**src/rtl/router_fifo.sv**
```systemverilog
// Per-destination output buffer of the 1x3 router: a DEPTH-entry byte FIFO whose entries carry
// a header tag, plus a read-side packet byte counter that tracks packet boundaries.
module router_fifo #(
   parameter int WIDTH  = 8,
   parameter int DEPTH  = 16,
   parameter int ADDR_W = 4
) (
   input  logic             clock,
   input  logic             reset,
   input  logic             soft_reset,
   input  logic             write_enb,
   input  logic             read_enb,
   input  logic             lfd_state,
   input  logic [WIDTH-1:0] data_in,
   output logic [WIDTH-1:0] data_out,
   output logic             full,
   output logic             empty,
   output logic             pkt_active
);

   logic [WIDTH:0]   mem [DEPTH];
   logic [ADDR_W:0]  wr_ptr_q, wr_ptr_d;
   logic [ADDR_W:0]  rd_ptr_q, rd_ptr_d;
   logic [6:0]       rd_cnt_q, rd_cnt_d;
   logic [WIDTH-1:0] data_out_q, data_out_d;
   logic [WIDTH:0]   rd_entry;
   logic             flush;
   logic             wr_acc;
   logic             rd_acc;

   // Extra pointer MSB distinguishes a wrapped (full) state from an empty one.
   assign empty = (wr_ptr_q == rd_ptr_q);
   assign full  = (wr_ptr_q[ADDR_W] != rd_ptr_q[ADDR_W]) &&
                  (wr_ptr_q[ADDR_W-1:0] == rd_ptr_q[ADDR_W-1:0]);

   assign flush    = reset || soft_reset;
   assign wr_acc   = write_enb && !full && !flush;
   assign rd_acc   = read_enb && !empty && !flush;
   assign rd_entry = mem[rd_ptr_q[ADDR_W-1:0]];

   always_comb begin
      wr_ptr_d   = wr_ptr_q;
      rd_ptr_d   = rd_ptr_q;
      rd_cnt_d   = rd_cnt_q;
      data_out_d = data_out_q;
      if (wr_acc) begin
         wr_ptr_d = wr_ptr_q + 1'b1;
      end
      if (rd_acc) begin
         rd_ptr_d   = rd_ptr_q + 1'b1;
         data_out_d = rd_entry[WIDTH-1:0];
         // A header reloads the count with payload length plus the trailing parity byte.
         if (rd_entry[WIDTH]) begin
            rd_cnt_d = 7'(rd_entry[WIDTH-1:2]) + 7'd1;
         end else if (rd_cnt_q != 7'd0) begin
            rd_cnt_d = rd_cnt_q - 7'd1;
         end
      end
      if (flush) begin
         wr_ptr_d   = '0;
         rd_ptr_d   = '0;
         rd_cnt_d   = '0;
         data_out_d = '0;
      end
   end

   always_ff @(posedge clock) begin
      wr_ptr_q   <= wr_ptr_d;
      rd_ptr_q   <= rd_ptr_d;
      rd_cnt_q   <= rd_cnt_d;
      data_out_q <= data_out_d;
   end

   // Storage is deliberately left unreset; the pointers define what is valid.
   always_ff @(posedge clock) begin
      if (wr_acc) begin
         mem[wr_ptr_q[ADDR_W-1:0]] <= {lfd_state, data_in};
      end
   end

   assign data_out   = data_out_q;
   assign pkt_active = (rd_cnt_q != 7'd0);

endmodule

```
**config.mk**
```make
export PLATFORM = sky130hd
export DESIGN_NAME = router_fifo
export DESIGN_NICKNAME = d
export VERILOG_FILES = /design/src/rtl/router_fifo.sv
export SDC_FILE = /design/constraint.sdc
export NUM_CORES = 1
export LEC_CHECK = 0
export BUFFER_PORTS_ARGS = -buffer_cell sky130_fd_sc_hd__buf_4
export CORE_ASPECT_RATIO = 0.6
export CORE_MARGIN = 8
export CORE_UTILIZATION = 30
export CTS_CLUSTER_DIAMETER = 100
export DETAILED_ROUTE_END_ITERATION = 6
export PLACE_DENSITY = 0.51
export SETUP_SLACK_MARGIN = 0.3
export SLEW_MARGIN = 20
export SYNTH_ARGS = -nofsm -noshare
export SYNTH_HDL_FRONTEND = slang
export SYNTH_SLANG_ARGS = --single-unit
```
**constraint.sdc**
```tcl
create_clock -name clock -period 3 [get_ports clock]
set_input_delay 0.45 -clock clock [delete_from_list [all_inputs] [get_ports clock]]
set_output_delay 0.45 -clock clock [all_outputs]
set_load 0.005 [all_outputs]
```
==> results.md <==
- Synth Instances: 396
- Commonest non-fill, non-tap cell in the layout: edfxtp_1
- Fill cells: ~2200
- Starting DRC count in detailed routing: 283
- Max Fanout on Critical Path: 9
- Final setup fails: 0
- Hold-fix buffers, CTS: 0
- CTS root buffer: clkbuf_16
- Post-synth ARST share: 0%
- Vias in the first global route: around 3700
- Residual DRC: 0
- Hold Path Class: in2reg
- Die height: 135 um
- Flop-to-flop setup slack: roughly 0.54 ns
- Drt via density: around 4.8
- Slew HR: a little over two fifths
- DRT Pass-1 Iters: 5
- Yosys cell types: 47
- Clk_skew: 0.0133 ns
- Min cycle time layout: between 2 and 2.5 ns
- Synth Net Count: approximately 420
- Worst vdd ir: around 0.42 mV
- H-tree depth: 4
- Hold Slack: 0.345 ns
- Tcrit/Tclk final: between 80% and 90%
- Area Overhead vs Synth: 18.1%
- Yosys reg bits: roughly 170
- IO Pins: 25
- Cts repair resizes: 0
- Cell Count Post-Placement: between 700 and 800
- Final Hold Fails: 0
- Layout Cell Area excl Fill: between 8000 and 9000 um^2
- GRT overflow: 0
- Largest cells by area after synthesis: edfxtp_1 62%, mux4_2 11%, dfxtp_1 8.3%
- FF-to-FF End: mem[1][5]
- Vias: 3727
- Worst-skew pair later-pin latency: 0.43 ns
- Initial antenna violation count: 0
- Routed Antenna Nets: 0
- Port bufs: 24
- Register area share after synthesis: 69.8%
- Fmax: between 400 and 500 MHz
- Clk slew on worst S/H paths: about 0.070 ns
- Die ar.: around 29000 um^2
- Detailed Route WL: 15.4 mm
- Max-Cap Viols: 0
- Worst Tran Pin Value: roughly 0.87 ns
- CTS Buf Count: 17
- CP startpoint kind: flop
- Row count: 43
- Critical Path Start: wr_ptr_q[3]
- Core ar.: 23000 um^2
- RSZ-0062 raised after global routing: no
- Pre-CTS setup slack: around 0.53 ns
- Yosys warns: 0
- Clock sink count: 173
- Critical path type: reg2reg
- Worst setup path end: mem[1][5]
- Slew Limit Fails: 0
- Setup TNS: 0 ns
- Pwr dens: 608 nW/um^2
- Worst EP required: about 3.1 ns
- Leak: 2.73 nW
- FF-to-FF path depth: 5
- Commonest cells after routing, fill and taps aside: 144 x edfxtp_1, 43 x buf_4, 36 x nor2_1, 34 x mux4_2, 28 x dfxtp_1
- Layout cell share with drive strength beyond 1: 28.7%
- Average size of a mapped cell: roughly 18 um^2
- NumNets Final: 465
- Mapped Area: 7030 um^2
- Number of diodes: 0
- CTS Buffer Depth: 2
- Post-CTS Setup Bufs: 0
- Largest net degree at the start of global routing: 37
- Total power: 5.05 mW
- Status: completed
- Post-Layout Cell Count: 771
- RR Startpoint: wr_ptr_q[3]
- Final core occ: 36.0%
- Initial Utilization: a little under a third
- Wirelength per Cell: 20.0 um
- Final HPWL DP: between 10 and 15 mm
- Number of synthesized flops with an enable pin: 144
- Arr. time, crit path: 2.51 ns
- Ys flop type: edfxtp_1
- Die width: 214 um
- Synth top area share: 61.5%
- DP Area: 7690 um^2
- Final worst setup slack: between 0.5 and 0.6 ns
- All-Layer GR Usage: around 11%
- GPL Wtd Cong: a little under 0.8
- First-pass GRT wire length: 23.4 mm
- CTS tree: yes
- Setup crit end kind: flop
- Area leader, netlist: edfxtp_1
per-layer routing:
layer / vias to the layer above / GRT usage [%] / share of wire, %
li1: 1662 / - / -
met1: 1964 / 16.8 / 50
met4: 0 / 3.41 / 0.67
met2: 94 / 15.6 / 44
met5: - / 0 / 0
met3: 7 / 2.73 / 4.9
where the power goes:
part	switching, mW	internal (mW)	leakage, nW
Combinational	0.0964	0.0643	0.892
Sequential	0.00591	2.61	1.53
Clock	0.955	1.32	0.307
Total	1.06	3.99	2.73
cell families (layout without fill, tap and decap cells):
| kind of cell | Yosys count | in the layout | share of synthesized area [%] |
|---|---|---|---|
| DFF | 173 | 173 | 69.8 |
| and+or+nand+nor | 89 | 89 | 5.91 |
| muxes | 50 | 50 | 14.3 |
| AOI/OAI and AO/OA | 37 | 37 | 4.47 |
| buffers and inverters | 23 | 83 | 2.10 |
| xor gates and xnor gates | 16 | 16 | 1.99 |
| adders and majority gates | 8 | 8 | 1.42 |
synthesized netlist by cell type (3+ instances only):
library cell	count
nand2_1	16
nand4_1	3
mux4_2	34
a21oi_1	3
nor3_1	8
a22oi_1	6
xnor2_1	3
dfxtp_1	29
buf_2	6
buf_6	3
xor2_1	13
a22oi_2	6
inv_1	6
nand2b_1	3
and2_1	5
nand2_2	3
edfxtp_1	144
mux2i_1	11
nor2_1	36
o21ai_0	6
clkbuf_1	4
nand3_1	8
mux4_1	5
ha_1	8
state kept, by name (all words and copies together) (netlist names), named ones only:
name      cells
rd_cnt_q      7
mem         144
wr_ptr_q      5
rd_ptr_q      5
data_out      8
cell type report:
class	instances	area [um^2]	share of cell area [%]
Sequential cell	173	4910	59.1
Multi-Input combinational cell	200	2000	24.1
Timing Repair Buffer	45	363	4.37
Clock inverter	13	150	1.81
Inverter	6	22.5	0.271
Clock buffer	19	464	5.59
Tap cell	315	394	4.75
worst max-delay path, stage by stage, from the launching register on:
cell,delay (ns)
dfxtp_1,0.58
xor2_1,0.22
nor4_2,0.10
a21oi_1,0.29
nand2_1,0.19
nor3_2,0.69
worst min-delay path by stage:
stage | cells after the start | start | end
6_report | 1 | data_in[0] | mem[12][0]
5_1_grt | 1 | data_in[0] | mem[14][0]
4_1_cts | 1 | data_in[0] | mem[15][0]
3_5_place_dp | 1 | rd_cnt_q[6] | rd_cnt_q[6]
3_3_place_gp | 1 | rd_cnt_q[6] | rd_cnt_q[6]
2_1_floorplan | 2 | wr_ptr_q[4] | wr_ptr_q[4]
Note: power is estimated with default switching activity, not from simulation.
